## config.mk

```make
export PLATFORM = sky130hd
export DESIGN_NAME = multi_alarm_clock
export DESIGN_NICKNAME = d
export VERILOG_FILES = /design/src/rtl/multi_alarm_clock.sv
export SDC_FILE = /design/constraint.sdc
export NUM_CORES = 1
export LEC_CHECK = 0
export ABC_CLOCK_PERIOD_IN_PS = 4600
export BUFFER_PORTS_ARGS = -buffer_cell sky130_fd_sc_hd__buf_2
export CAP_MARGIN = 10
export CORE_MARGIN = 5
export CORE_UTILIZATION = 55
export DETAILED_ROUTE_END_ITERATION = 7
export GPL_TIMING_DRIVEN = 1
export MAX_ROUTING_LAYER = met4
export PLACE_DENSITY = 0.75
export SLEW_MARGIN = 20
export SYNTH_ARGS = -nofsm -noshare
export SYNTH_HDL_FRONTEND = slang
export SYNTH_SLANG_ARGS = --single-unit
```

## constraint.sdc

```tcl
create_clock -name clk -period 4.6 [get_ports clk]
set_input_delay 0 -clock clk [delete_from_list [all_inputs] [get_ports clk]]
set_output_delay 0 -clock clk [all_outputs]
set_load 0.1 [all_outputs]
```

## src/rtl/multi_alarm_clock.sv

```systemverilog
// multi_alarm_clock: 24 h time-of-day counter with internal 1 Hz prescaler,
// NUM_ALARMS hh:mm alarm slots and a ring/snooze/auto-off buzzer FSM.
module multi_alarm_clock #(
  parameter int unsigned TICK_DIV       = 50000000,
  parameter int unsigned NUM_ALARMS     = 4,
  parameter int unsigned AW             = 2,
  parameter int unsigned SNOOZE_S       = 300,
  parameter int unsigned RING_TIMEOUT_S = 60
) (
  input  logic          clk,
  input  logic          RST,
  input  logic          set_time,
  input  logic          set_hh,
  input  logic          set_mm,
  input  logic          inc_btn,
  input  logic          alarm_wr,
  input  logic [AW-1:0] alarm_sel,
  input  logic [4:0]    alarm_hh_in,
  input  logic [5:0]    alarm_mm_in,
  input  logic          alarm_en_in,
  input  logic          snooze,
  input  logic          stop,
  output logic          tick,
  output logic [4:0]    hh,
  output logic [5:0]    mm,
  output logic [5:0]    ss,
  output logic [7:0]    hh_bcd,
  output logic [7:0]    mm_bcd,
  output logic [7:0]    ss_bcd,
  output logic          buzzer,
  output logic [AW-1:0] ringing_id,
  output logic          wr_err
);

  localparam int unsigned PW  = $clog2(TICK_DIV);
  localparam int unsigned SW  = ($clog2(SNOOZE_S + 1) < 1) ? 1 : $clog2(SNOOZE_S + 1);
  localparam int unsigned RW  = ($clog2(RING_TIMEOUT_S + 1) < 1) ? 1 : $clog2(RING_TIMEOUT_S + 1);
  localparam logic [PW-1:0] PRESC_MAX = PW'(TICK_DIV - 1);
  localparam logic [SW-1:0] SNZ_LOAD  = SW'(SNOOZE_S);
  localparam logic [RW-1:0] RING_MAX  = RW'(RING_TIMEOUT_S);

  typedef enum logic [1:0] {ST_IDLE, ST_RING, ST_SNOOZE} state_e;

  logic [PW-1:0] presc_q, presc_d;
  logic [4:0]    hh_q, hh_d;
  logic [5:0]    mm_q, mm_d, ss_q, ss_d;
  logic          inc_prev_q, inc_prev_d;
  logic          slot_en_q [NUM_ALARMS];
  logic          slot_en_d [NUM_ALARMS];
  logic [4:0]    slot_hh_q [NUM_ALARMS];
  logic [4:0]    slot_hh_d [NUM_ALARMS];
  logic [5:0]    slot_mm_q [NUM_ALARMS];
  logic [5:0]    slot_mm_d [NUM_ALARMS];
  state_e        state_q, state_d;
  logic [RW-1:0] ring_tmr_q, ring_tmr_d;
  logic [SW-1:0] snz_tmr_q, snz_tmr_d;
  logic          buzzer_q, buzzer_d;
  logic [AW-1:0] ring_id_q, ring_id_d;
  logic          wr_err_q, wr_err_d;

  logic          tick_w, count_tick, inc_edge, roll, wr_bad;
  logic          match_hit;
  logic [AW-1:0] match_id;

  // Prescaler, time counting and manual set
  always_comb begin
    tick_w     = (presc_q == PRESC_MAX);
    presc_d    = tick_w ? '0 : presc_q + 1'b1;
    inc_edge   = inc_btn & ~inc_prev_q;
    inc_prev_d = inc_btn;
    count_tick = tick_w & ~set_time;
    roll       = count_tick & (ss_q == 6'd59);
    hh_d       = hh_q;
    mm_d       = mm_q;
    ss_d       = ss_q;
    if (count_tick) begin
      if (ss_q == 6'd59) begin
        ss_d = '0;
        if (mm_q == 6'd59) begin
          mm_d = '0;
          hh_d = (hh_q == 5'd23) ? '0 : hh_q + 1'b1;
        end else begin
          mm_d = mm_q + 1'b1;
        end
      end else begin
        ss_d = ss_q + 1'b1;
      end
    end else if (set_time && inc_edge) begin
      if (set_hh) begin
        hh_d = (hh_q == 5'd23) ? '0 : hh_q + 1'b1;
        ss_d = '0;
      end else if (set_mm) begin
        mm_d = (mm_q == 6'd59) ? '0 : mm_q + 1'b1;
        ss_d = '0;
      end
    end
  end

  // Alarm register file write with range validation
  always_comb begin
    wr_bad   = (alarm_hh_in > 5'd23) || (alarm_mm_in > 6'd59) ||
               ({1'b0, alarm_sel} >= (AW+1)'(NUM_ALARMS));
    wr_err_d = alarm_wr & wr_bad;
    for (int unsigned i = 0; i < NUM_ALARMS; i++) begin
      slot_en_d[i] = slot_en_q[i];
      slot_hh_d[i] = slot_hh_q[i];
      slot_mm_d[i] = slot_mm_q[i];
      if (alarm_wr && !wr_bad && (alarm_sel == AW'(i))) begin
        slot_en_d[i] = alarm_en_in;
        slot_hh_d[i] = alarm_hh_in;
        slot_mm_d[i] = alarm_mm_in;
      end
    end
  end

  // Alarm match against the new time on a minute rollover; lowest slot wins
  always_comb begin
    match_hit = 1'b0;
    match_id  = '0;
    if (roll) begin
      for (int unsigned i = 0; i < NUM_ALARMS; i++) begin
        if (!match_hit && slot_en_q[i] && (slot_hh_q[i] == hh_d) && (slot_mm_q[i] == mm_d)) begin
          match_hit = 1'b1;
          match_id  = AW'(i);
        end
      end
    end
  end

  // Ring / snooze / auto-off next-state logic
  always_comb begin
    state_d    = state_q;
    ring_tmr_d = ring_tmr_q;
    snz_tmr_d  = snz_tmr_q;
    ring_id_d  = ring_id_q;
    unique case (state_q)
      ST_IDLE: begin
        if (match_hit) begin
          state_d    = ST_RING;
          ring_id_d  = match_id;
          ring_tmr_d = '0;
        end
      end
      ST_RING: begin
        if (tick_w) ring_tmr_d = ring_tmr_q + 1'b1;
        if (stop) begin
          state_d = ST_IDLE;
        end else if (snooze) begin
          state_d   = ST_SNOOZE;
          snz_tmr_d = SNZ_LOAD;
        end else if (tick_w && (ring_tmr_q + 1'b1 == RING_MAX)) begin
          state_d = ST_IDLE;
        end
      end
      ST_SNOOZE: begin
        if (tick_w) snz_tmr_d = snz_tmr_q - 1'b1;
        if (stop) begin
          state_d = ST_IDLE;
        end else if (match_hit) begin
          state_d    = ST_RING;
          ring_id_d  = match_id;
          ring_tmr_d = '0;
        end else if (tick_w && (snz_tmr_q - 1'b1 == '0)) begin
          state_d    = ST_RING;
          ring_tmr_d = '0;
        end
      end
      default: state_d = ST_IDLE;
    endcase
    buzzer_d = (state_d == ST_RING);
  end

  // All state registers with synchronous active-low reset
  always_ff @(posedge clk) begin
    if (!RST) begin
      presc_q    <= '0;
      hh_q       <= '0;
      mm_q       <= '0;
      ss_q       <= '0;
      inc_prev_q <= 1'b0;
      for (int unsigned i = 0; i < NUM_ALARMS; i++) begin
        slot_en_q[i] <= 1'b0;
        slot_hh_q[i] <= '0;
        slot_mm_q[i] <= '0;
      end
      state_q    <= ST_IDLE;
      ring_tmr_q <= '0;
      snz_tmr_q  <= '0;
      buzzer_q   <= 1'b0;
      ring_id_q  <= '0;
      wr_err_q   <= 1'b0;
    end else begin
      presc_q    <= presc_d;
      hh_q       <= hh_d;
      mm_q       <= mm_d;
      ss_q       <= ss_d;
      inc_prev_q <= inc_prev_d;
      for (int unsigned i = 0; i < NUM_ALARMS; i++) begin
        slot_en_q[i] <= slot_en_d[i];
        slot_hh_q[i] <= slot_hh_d[i];
        slot_mm_q[i] <= slot_mm_d[i];
      end
      state_q    <= state_d;
      ring_tmr_q <= ring_tmr_d;
      snz_tmr_q  <= snz_tmr_d;
      buzzer_q   <= buzzer_d;
      ring_id_q  <= ring_id_d;
      wr_err_q   <= wr_err_d;
    end
  end

  // Output mapping and BCD conversion
  always_comb begin
    tick       = tick_w;
    hh         = hh_q;
    mm         = mm_q;
    ss         = ss_q;
    hh_bcd     = {4'(hh_q / 5'd10), 4'(hh_q % 5'd10)};
    mm_bcd     = {4'(mm_q / 6'd10), 4'(mm_q % 6'd10)};
    ss_bcd     = {4'(ss_q / 6'd10), 4'(ss_q % 6'd10)};
    buzzer     = buzzer_q;
    ringing_id = ring_id_q;
    wr_err     = wr_err_q;
  end

endmodule
```

==> results.json <==
{
  "run_status": "finished, final reports clean",
  "synth_area_leaders": "dfxtp_1 (30%), nor2_1 (6.4%), mux2i_1 (5.7%)",
  "met3_usage": 0.0732,
  "die_x_um": 126,
  "yosysMostFrequentCell": "nor2_1",
  "critPathMaxFanout": 6,
  "hold_viol": 0,
  "clockBufferDepth": 2,
  "synth_warnings": 0,
  "max_freq_mhz": 226,
  "stdcell_count": 1206,
  "synthCells": 945,
  "required_ns": 4.90,
  "synth_top_area_share": 0.298,
  "ys_types": 77,
  "globalRoute.totalOverflow": 0,
  "wire_per_inst_um": 19.4,
  "endpoint_kind": "flip-flop",
  "die_h_um": 126,
  "yosysTopAreaCell": "dfxtp_1",
  "netlist_top_cells_count": "nor2_1 (125), dfxtp_1 (110), nand2_1 (83), a21oi_1 (62), clkbuf_1 (47)",
  "r2r-end": "state_q[1]$_SDFF_PN0_",
  "hp-class": "in2reg",
  "layout.nets": 1059,
  "power.density_nw_per_um2": 313,
  "drive_gt1_frac": 0.159,
  "numPortBuffers": 64,
  "avgSynthCellArea_um2": 7.81,
  "dp_cells": 1158,
  "grt_pass1_wl_mm": 36.9,
  "place.gp.congestion": 1.13,
  "antenna_left": 0,
  "cp-start-kind": "flip-flop",
  "antennaDiodeCount": 0,
  "top_usage_layer": "met2",
  "grt_max_degree": 69,
  "worstHoldPathCells": 3,
  "viasPerCell": 6.23,
  "r2r_start": "mm[0]$_SDFF_PN0_",
  "drt_iter0_drc": 776,
  "ir_drop_uv": 405,
  "io_pins": 69,
  "synthFlopType": "dfxtp_1",
  "core-area_um2": 13200,
  "relSlewSlack": 0.276,
  "synthArstFlopShare": 0,
  "hp-start": "RST",
  "fin_crit_ns": 4.42,
  "fin_util": 0.665,
  "initial_utilization": 0.559,
  "setup_viol": 0,
  "cts_sinks": 113,
  "postCtsSetupBuffers": 0,
  "rsz0062_at_grt": "true",
  "leakage_nw": 3.46,
  "htreeDepth": 4,
  "gr-usage-met1": 0.394,
  "tritoncts": "done",
  "drc": 0,
  "drv_cap": 0,
  "syn_area_um2": 7380,
  "gr-usage-met2": 0.441,
  "holdPathEnd": "ringing_id[1]$_SDFFE_PN0P_",
  "maxSlewViolCount": 0,
  "finalPower_mw": 2.74,
  "antenna_found_initial": 0,
  "clk_pin_slew_ns": 0.06,
  "crit_arrival_ns": 4.72,
  "syn2layout_area_growth_pct": 18.9,
  "r2r_setup_slack_ns": 0.18,
  "reg2reg_depth": 13,
  "drt-total-wl_mm": 23.4,
  "ys_ff_latch": 113,
  "dp_hpwl_mm": 16.9,
  "numCtsBuffers": 17,
  "tightest_slew_ns": 1.07,
  "dpl_cell_area_um2": 7950,
  "fp.dieArea_um2": 15800,
  "worst_skew_pair.late_latency_ns": 0.42,
  "track_usage": 0.297,
  "synth_edf_count": 3,
  "vias": 7511,
  "post-route-period-util": 0.960,
  "final.fill_count": 1107,
  "grt_pass1_vias": 6885,
  "fin_worst_skew_ns": 0.00780,
  "rows": 42,
  "postLayoutCellArea_um2": 8770,
  "cts_root_buffer": "clkbuf_16",
  "ys_seq_area_frac": 0.311,
  "criticalPathCategory": "reg2reg",
  "drt_pass1_iterations": 6
}
routing by layer:
| layer | vias up | share of wire | wire length [um] |
|---|---|---|---|
| met5 | - | 0 | 0 |
| met4 | 0 | 0.031 | 721 |
| met3 | 79 | 0.10 | 2370 |
| met2 | 397 | 0.44 | 10200 |
| met1 | 3507 | 0.43 | 10100 |
| li1 | 3528 | - | - |
layout make-up:
| cell class | count | area, um^2 | area share |
|---|---|---|---|
| clock inverter | 8 | 123 | 0.0140 |
| inverter | 28 | 105 | 0.0120 |
| timing repair buffer | 114 | 738 | 0.0842 |
| sequential | 113 | 2290 | 0.262 |
| multi-input combinational | 744 | 4790 | 0.546 |
| tap | 176 | 220 | 0.0251 |
| clock buffer | 23 | 498 | 0.0568 |
critical path, stage by stage, from the launching register on:
cell           delay (ns)
dfxtp_1              0.43
inv_1                0.18
ha_1                 0.40
inv_1                0.15
nor3_1               0.09
o32ai_1              0.37
o21ai_0              0.17
or4_1                0.58
or4_4                0.55
nor4_4               0.39
nor4_1               0.15
o21ai_1              0.15
a211oi_1             0.09
dlygate4sd3_1        0.59
state kept, by name, indices dropped and copies added, names as in the netlist:
register,cells
mm,6
hh,5
ss,6
wr_err,1
slot_hh_q,20
presc_q,26
buzzer,1
slot_mm_q,24
slot_en_q,4
inc_prev_q,1
snz_tmr_q,9
ring_tmr_q,6
ringing_id,2
state_q,2
power breakdown:
part / leakage (nW) / switching (mW) / internal [mW]
registers: 0.920 / 0.0291 / 1.00
clock network: 0.306 / 0.471 / 0.920
logic: 2.23 / 0.210 / 0.108
total: 3.46 / 0.711 / 2.03
worst max-delay path by stage:
| stage | from | to | slack [ns] |
|---|---|---|---|
| CTS | ss[1]$_SDFFE_PN0P_ | state_q[1]$_SDFF_PN0_ | 0.12 |
| detailed placement | presc_q[0]$_SDFF_PP0_ | ring_tmr_q[5]$_SDFFE_PN0P_ | 0.27 |
| floorplan | ss[3]$_SDFFE_PN0P_ | ss_bcd[2] | 0.0008 |
| global route | ss[1]$_SDFFE_PN0P_ | state_q[1]$_SDFF_PN0_ | -0.03 |
| finish | mm[0]$_SDFF_PN0_ | state_q[1]$_SDFF_PN0_ | 0.18 |
| global placement | presc_q[0]$_SDFF_PP0_ | ring_tmr_q[5]$_SDFFE_PN0P_ | 0.27 |
cells by family (layout without fill, tap and decap cells):
logic type / Yosys count / count (layout) / share of synthesized area
AND/OR/NAND/NOR: 392 / 392 / 0.266
AO/OA/AOI/OAI: 203 / 203 / 0.182
flip-flops: 113 / 113 / 0.311
buffers and inverters: 91 / 173 / 0.0505
XOR/XNOR: 79 / 79 / 0.0938
multiplexers: 48 / 48 / 0.0661
adder cells (fa/ha/maj): 18 / 18 / 0.0305
other: 1 / 4 / 0.000508
through the flow:
stage	setup WS [ns]	TNS, ns	hold slack [ns]
final	0.184	0	0.0275
after global routing	-0.0302	-0.0302	0.0437
after CTS	0.120	0	0.0169
after detailed placement	0.268	0	0.259
after global placement	0.272	0	0.251
after floorplan	0.000783	0	0.0785
placed cells by master (no fill, tap or decap), types with 5 or more instances in the layout:
cell and instances:
ha_1 18, xnor2_1 45, a211oi_1 9, nor2b_1 10, nor3_1 28, and2_1 12
dfxtp_1 108, a311oi_1 5, nor2_1 125, a21oi_1 62, clkbuf_16 17, mux2i_1 38
mux2_2 6, nand2_1 83, o22ai_1 6, or3_1 11, nand3_1 36, xor2_1 32
inv_1 26, buf_4 33, and3_1 15, buf_2 64, clkbuf_8 5, nor4_1 9
a221oi_1 6, a31oi_1 13, nand2b_1 13, o21ai_0 35, dlygate4sd3_1 17, nand4_1 13
nand4b_1 6
timing repair:
item	CTS	global route
setup endpoints to repair	0	7
resized for setup	0	7
hold buffers	17	0
hold endpoints to repair	53	0
(Power assumes the default switching activity.)
